$ cat src/rtl/branch_predictor_table.sv
// branch_predictor_table: bimodal/gshare table of saturating counters with init sweep
// Ports: clk, reset (async, active-high); mode (0 bimodal, 1 gshare); flush (reinit);
//   ready (table in RUN); lookup_valid/lookup_pc -> pred_valid/pred_taken/pred_idx (1-cycle latency);
//   upd_valid/upd_idx/upd_taken/upd_mispredict (resolved branch); mispredict_count (saturating).
module branch_predictor_table #(
  parameter int IDX_W  = 6,
  parameter int CTR_W  = 2,
  parameter int GHR_W  = 6,
  parameter int PC_LSB = 2
) (
  input  logic             clk,
  input  logic             reset,
  input  logic             mode,
  input  logic             flush,
  output logic             ready,
  input  logic             lookup_valid,
  input  logic [31:0]      lookup_pc,
  output logic             pred_valid,
  output logic             pred_taken,
  output logic [IDX_W-1:0] pred_idx,
  input  logic             upd_valid,
  input  logic [IDX_W-1:0] upd_idx,
  input  logic             upd_taken,
  input  logic             upd_mispredict,
  output logic [15:0]      mispredict_count
);
  localparam logic [CTR_W-1:0] INIT_V = {1'b0, {(CTR_W-1){1'b1}}};
  localparam logic [CTR_W-1:0] MAX_V  = '1;
  typedef enum logic {INIT, RUN} state_t;
  state_t state_q, state_d;
  logic [IDX_W-1:0] sweep_q, sweep_d;
  logic [GHR_W-1:0] ghr_q, ghr_d;
  logic [15:0] mcnt_q, mcnt_d;
  logic pred_valid_q, pred_valid_d, pred_taken_q, pred_taken_d;
  logic [IDX_W-1:0] pred_idx_q, pred_idx_d;
  logic [CTR_W-1:0] ctr_q [2**IDX_W];
  logic [IDX_W-1:0] lk_idx, waddr;
  logic [CTR_W-1:0] upd_cur, upd_ctr, wdata;
  logic we, unused_pc;
  assign unused_pc = ^lookup_pc;
  assign lk_idx = lookup_pc[PC_LSB+IDX_W-1:PC_LSB] ^ (mode ? IDX_W'(ghr_q) : '0);
  assign upd_cur = ctr_q[upd_idx];
  assign upd_ctr = upd_taken ? (upd_cur == MAX_V ? upd_cur : upd_cur + 1'b1)
                             : (upd_cur == '0 ? upd_cur : upd_cur - 1'b1);
  // single write port: the sweep owns it in INIT, updates own it in RUN; flush suppresses both
  assign we = !flush && (state_q == INIT || upd_valid);
  assign waddr = state_q == INIT ? sweep_q : upd_idx;
  assign wdata = state_q == INIT ? INIT_V : upd_ctr;
  always_comb begin
    state_d = state_q;
    sweep_d = sweep_q;
    ghr_d = ghr_q;
    mcnt_d = mcnt_q;
    pred_valid_d = 1'b0;
    pred_taken_d = pred_taken_q;
    pred_idx_d = pred_idx_q;
    if (flush) begin
      state_d = INIT;
      sweep_d = '0;
      ghr_d = '0;
      mcnt_d = '0;
    end else if (state_q == INIT) begin
      sweep_d = sweep_q + 1'b1;
      state_d = sweep_q == '1 ? RUN : INIT;
    end else begin
      if (lookup_valid) begin
        pred_valid_d = 1'b1;
        pred_taken_d = ctr_q[lk_idx][CTR_W-1];
        pred_idx_d = lk_idx;
      end
      if (upd_valid) begin
        ghr_d = {ghr_q[GHR_W-2:0], upd_taken};
        mcnt_d = mcnt_q + 16'(upd_mispredict && mcnt_q != 16'hFFFF);
      end
    end
  end
  always_ff @(posedge clk or posedge reset) begin
    if (reset) begin
      state_q <= INIT;
      sweep_q <= '0;
      ghr_q <= '0;
      mcnt_q <= '0;
      pred_valid_q <= 1'b0;
      pred_taken_q <= 1'b0;
      pred_idx_q <= '0;
    end else begin
      state_q <= state_d;
      sweep_q <= sweep_d;
      ghr_q <= ghr_d;
      mcnt_q <= mcnt_d;
      pred_valid_q <= pred_valid_d;
      pred_taken_q <= pred_taken_d;
      pred_idx_q <= pred_idx_d;
    end
  end
  always_ff @(posedge clk) begin
    if (we) ctr_q[waddr] <= wdata;
  end
  assign ready = state_q == RUN;
  assign pred_valid = pred_valid_q;
  assign pred_taken = pred_taken_q;
  assign pred_idx = pred_idx_q;
  assign mispredict_count = mcnt_q;
endmodule

$ cat config.mk
export PLATFORM = sky130hd
export DESIGN_NAME = branch_predictor_table
export DESIGN_NICKNAME = d
export VERILOG_FILES = /design/src/rtl/branch_predictor_table.sv
export SDC_FILE = /design/constraint.sdc
export NUM_CORES = 1
export LEC_CHECK = 0
export CAP_MARGIN = 20
export CORE_MARGIN = 3
export CORE_UTILIZATION = 33
export CTS_BUF_LIST = sky130_fd_sc_hd__clkbuf_8
export CTS_CLUSTER_SIZE = 12
export DETAILED_ROUTE_END_ITERATION = 6
export SLEW_MARGIN = 25
export SYNTH_ARGS = -nofsm -noshare
export SYNTH_HDL_FRONTEND = slang
export SYNTH_SLANG_ARGS = --single-unit
$ cat constraint.sdc
create_clock -name clk -period 5.7 [get_ports clk]
set_input_delay 1.14 -clock clk [delete_from_list [all_inputs] [get_ports clk]]
set_output_delay 1.14 -clock clk [all_outputs]
set_load 0.05 [all_outputs]
==> impl_metrics.env <==
export IMPL_p_leak_nw=3.22
export IMPL_die_y_um=164
export IMPL_synth_main_ff_cell="edfxtp_1"
export IMPL_synth_ff_latch_count=165
export IMPL_detail_route_drc_violations=0
export IMPL_asyncSetResetFlopFracSynth=0.224
export IMPL_critical_path_max_stage_delay_ns=0.77
export IMPL_start_util=0.339
export IMPL_grt_met3_usage=0.0339
export IMPL_p_int_mw=1.72
export IMPL_post_drt_via_cell_ratio=5.36
export IMPL_drt_pre_antenna_iters=5
export IMPL_critical_path_slowest_cell="or2_1"
export IMPL_groute_layer_met1_usage=0.206
export IMPL_area_of_the_die_mm2=0.0270
export IMPL_number_of_enable_flip_flop_cells_after_synthesis=128
export IMPL_timing_critical_path_required_ns=6.04
export IMPL_synth_avg_cell_area_um2=12.7
export IMPL_io_pins=71
export IMPL_grt_busiest_layer="met2"
export IMPL_syn_nets=703
export IMPL_grt_max_degree=65
export IMPL_worstRegToRegCells=7
export IMPL_drv_slew=0
export IMPL_syn_to_final_growth_pct=13.2
export IMPL_ant_nets=0
export IMPL_clock_period_minus_worst_slack_ns=3.83
export IMPL_filler_cell_count=2331
export IMPL_cts_sinks=165
export IMPL_synth_area_leaders="edfxtp_1 46%, dfrtp_1 11%, mux4_2 9.0%"
export IMPL_postSynthCellCount=654
export IMPL_timing_final_hold_violations=0
export IMPL_cp_top_family="simple AND/OR/NAND/NOR gates"
export IMPL_cts_root_buf="clkbuf_8"
export IMPL_dr_total_vias=5473
export IMPL_synth_sequential_area_ratio=0.576
export IMPL_status="finished clean"
export IMPL_place_gp_congestion=0.788
export IMPL_clockPowerShare=0.357
export IMPL_sequential_cell_area_mm2=0.00477
export IMPL_clock_skew_final_ns=0.0137
export IMPL_post_cts_sizing=0
export IMPL_clock_tree_htree_level_count=4
export IMPL_antenna_found_initial=0
export IMPL_portBuffers=44
export IMPL_first_global_vias=5302
export IMPL_grt_pass1_wl_mm=30.8
export IMPL_multi_input_area_mm2=0.00324
export IMPL_swShare=0.253
export IMPL_cts_repair_timing_setup_buffer_count=0
export IMPL_gr_total_overflow=0
export IMPL_min_delay_path_class="reg -> reg"
export IMPL_core_area_mm2=0.0245
export IMPL_power_share_combinational=0.081
export IMPL_timing_critical_path_cells="clkdlybuf4s50_1, buf_4, a21boi_2, or2_1, mux4_1, a22oi_1, nand3_1, o211ai_2, nand3_1"
export IMPL_setup_reg_to_reg_worst_slack_ns=2.69
export IMPL_end_kind="flop"
export IMPL_reg2reg_from="ghr_q[0]$_DFFE_PP0P_"
export IMPL_critPathBufInv=2
export IMPL_groute_usage_overall=0.151
export IMPL_mean_routed_wirelength_per_cell_um=19.4
export IMPL_pwr_density_cell_mw_per_mm2=246
export IMPL_max_cap_viol_count=0
export IMPL_vdd_ir_drop_max_uv=130
export IMPL_final_hold_worst_slack_ns=0.489
export IMPL_synth_top_cell_area_share=0.464
export IMPL_timing_setup_critical_path_class="in -> reg"
export IMPL_synth_cell_type_count=67
export IMPL_std_cell_rows=57
export IMPL_synthesis_area_mm2=0.00828
export IMPL_critical_path_startpoint_type="input port"
export IMPL_clk_pin_slew_worst_paths_ns=0.09
export IMPL_min_to="pred_idx[4]$_DFFE_PP0P_"
export IMPL_clk_latency_ns=0.46
export IMPL_detailedRoute_firstIterationViolations=452
export IMPL_rr_endpoint="pred_taken$_DFFE_PP0P_"
export IMPL_worst_ep_arrival_time_ns=4.17
export IMPL_hold_fix_buffer_count_after_cts=0
export IMPL_routed_wirelength_mm=19.8
export IMPL_setup_tns_ns=0
export IMPL_yosysWarnings=0
export IMPL_seq_power_share=0.562
export IMPL_period_share=0.672
export IMPL_net_switching_power_uw=584
export IMPL_clock_tree_buffer_depth=2
export IMPL_post_synth_top_area_cell="edfxtp_1"
export IMPL_cts_inserted_buffers=17
export IMPL_rsz0062_at_grt="false"
export IMPL_die_width_um=164
export IMPL_worst_slew_pin_slew_ns=0.983
export IMPL_globalRouteMet2Util=0.240
export IMPL_cts_tree="yes"
export IMPL_maxClockFrequency_mhz=261
export IMPL_num_antenna_cells=0
export IMPL_timing_hold_worst_path_depth=2
export IMPL_critical_path_peak_fanout=23
export IMPL_nets=733
export IMPL_cp_common_cell="nand3_1"
export IMPL_timing_max_slew_rel_slack=0.344
export IMPL_dp_final_hpwl_mm=13.3
export IMPL_finalSetupViolCount=0
export IMPL_worst_min_delay_path_startpoint="pred_idx[4]$_DFFE_PP0P_"
export IMPL_post_route_cells_drive_above_1_share=0.141
[per-stage QoR]
step,cell area [µm²],worst slack [ns],std cells,power (mW),utilization
3_3_place_gp,8990,1.44,989,1.51,0.368
6_report,9370,1.87,1021,2.30,0.383
4_1_cts,9370,1.90,1021,2.32,0.383
2_1_floorplan,8280,1.03,654,1.45,-
5_1_grt,9370,1.68,1021,2.39,0.383
3_5_place_dp,8990,1.39,989,1.51,0.368
[cells in the mapped netlist (3+ instances only)]
cell	instances
edfxtp_1	128
nor2_1	93
nand2_1	64
dfrtp_1	37
mux4_2	33
a21oi_1	22
clkbuf_1	22
nand3_1	19
inv_1	18
o21ai_0	14
xor2_1	14
nand4_1	13
o2111ai_1	11
buf_2	10
mux2_2	10
mux2i_1	10
o32ai_1	9
xnor2_1	9
mux4_1	7
nand2b_1	7
nor2b_1	7
and2_1	5
and3_1	5
buf_6	5
o211ai_1	5
a22oi_1	4
a31oi_1	4
buf_1	4
nor3b_1	4
o21a_1	4
a211o_1	3
ha_1	3
nand3b_1	3
nor3_1	3
nor4_1	3
o21ai_1	3
o32a_1	3
or3_1	3
[kinds of logic after synthesis]
logic type / Yosys count / share of synthesized area
buf+inv: 62 / 0.0356
flops: 165 / 0.576
simple gates: 237 / 0.131
xor+xnor: 23 / 0.0243
fa+ha+maj: 3 / 0.00453
compound gates: 103 / 0.0899
mux: 61 / 0.139
[tightest hold or removal path: cells and delay by family (launching register included)]
family           cells  cell delay (ns)
AND/OR/NAND/NOR      1             0.05
AO/OA/AOI/OAI        1             0.06
flip-flops           1             0.36
[state kept, by name, summed over array words and instances, names as in the netlist]
name / count
pred_taken: 1
ready: 1
pred_idx: 6
pred_valid: 1
sweep_q: 6
mispredict_count: 16
ctr_q: 128
ghr_q: 6
[metal layers]
metal	wire, µm	share of wire
met1	8800	0.44
met2	9350	0.47
met3	1200	0.061
met4	415	0.021
met5	0	0
[final cells by class]
class	instances	share of cell area
Sequential cell	165	0.509
Clock buffer	17	0.0250
Inverter	19	0.00761
Clock inverter	15	0.0155
Timing Repair Buffer	54	0.0539
Tap cell	324	0.0432
Multi-Input combinational cell	427	0.346
[power by group through the flow]
stage	combinational (mW)	clock, mW	sequential (mW)
3_3_place_gp	0.187	0	1.32
3_5_place_dp	0.188	0	1.32
5_1_grt	0.203	0.890	1.29
4_1_cts	0.189	0.840	1.29
2_1_floorplan	0.122	0	1.33
6_report	0.187	0.822	1.29
[layout by cell type (no fill, tap or decap), types with 3 or more instances in the layout]
master,netlist,routed
a211o_1,3,3
a21oi_1,22,22
a22oi_1,4,4
a31oi_1,4,4
and2_1,5,5
and3_1,5,5
buf_4,0,10
clkbuf_8,0,17
clkdlybuf4s50_1,0,42
clkinv_4,0,3
dfrtp_1,37,36
edfxtp_1,128,128
ha_1,3,3
inv_1,18,18
inv_6,0,6
mux2_2,10,10
mux2i_1,10,10
mux4_1,7,7
mux4_2,33,33
nand2_1,64,64
nand2b_1,7,7
nand3_1,19,19
nand3b_1,3,3
nand4_1,13,13
nor2_1,93,93
nor2b_1,7,7
nor3_1,3,3
nor3b_1,4,4
nor4_1,3,3
o2111ai_1,11,11
o211ai_1,5,5
o21a_1,4,4
o21ai_0,14,14
o32a_1,3,3
o32ai_1,9,9
or3_1,3,3
xnor2_1,9,9
xor2_1,14,14
[how the worst max path moves through the flow]
stage               start                      to  slack (ns)  depth (start not counted)
6_report             mode  pred_taken$_DFFE_PP0P_        1.87                          9
5_1_grt              mode  pred_taken$_DFFE_PP0P_        1.68                          9
4_1_cts        upd_idx[4]  ctr_q[26][1]$_DFFE_PP_        1.90                         10
3_5_place_dp   upd_idx[4]  ctr_q[31][1]$_DFFE_PP_        1.39                         10
3_3_place_gp   upd_idx[4]  ctr_q[28][1]$_DFFE_PP_        1.44                         10
2_1_floorplan  upd_idx[1]   ctr_q[0][0]$_DFFE_PP_        1.03                          9
Note: power is estimated with default switching activity, not from simulation.
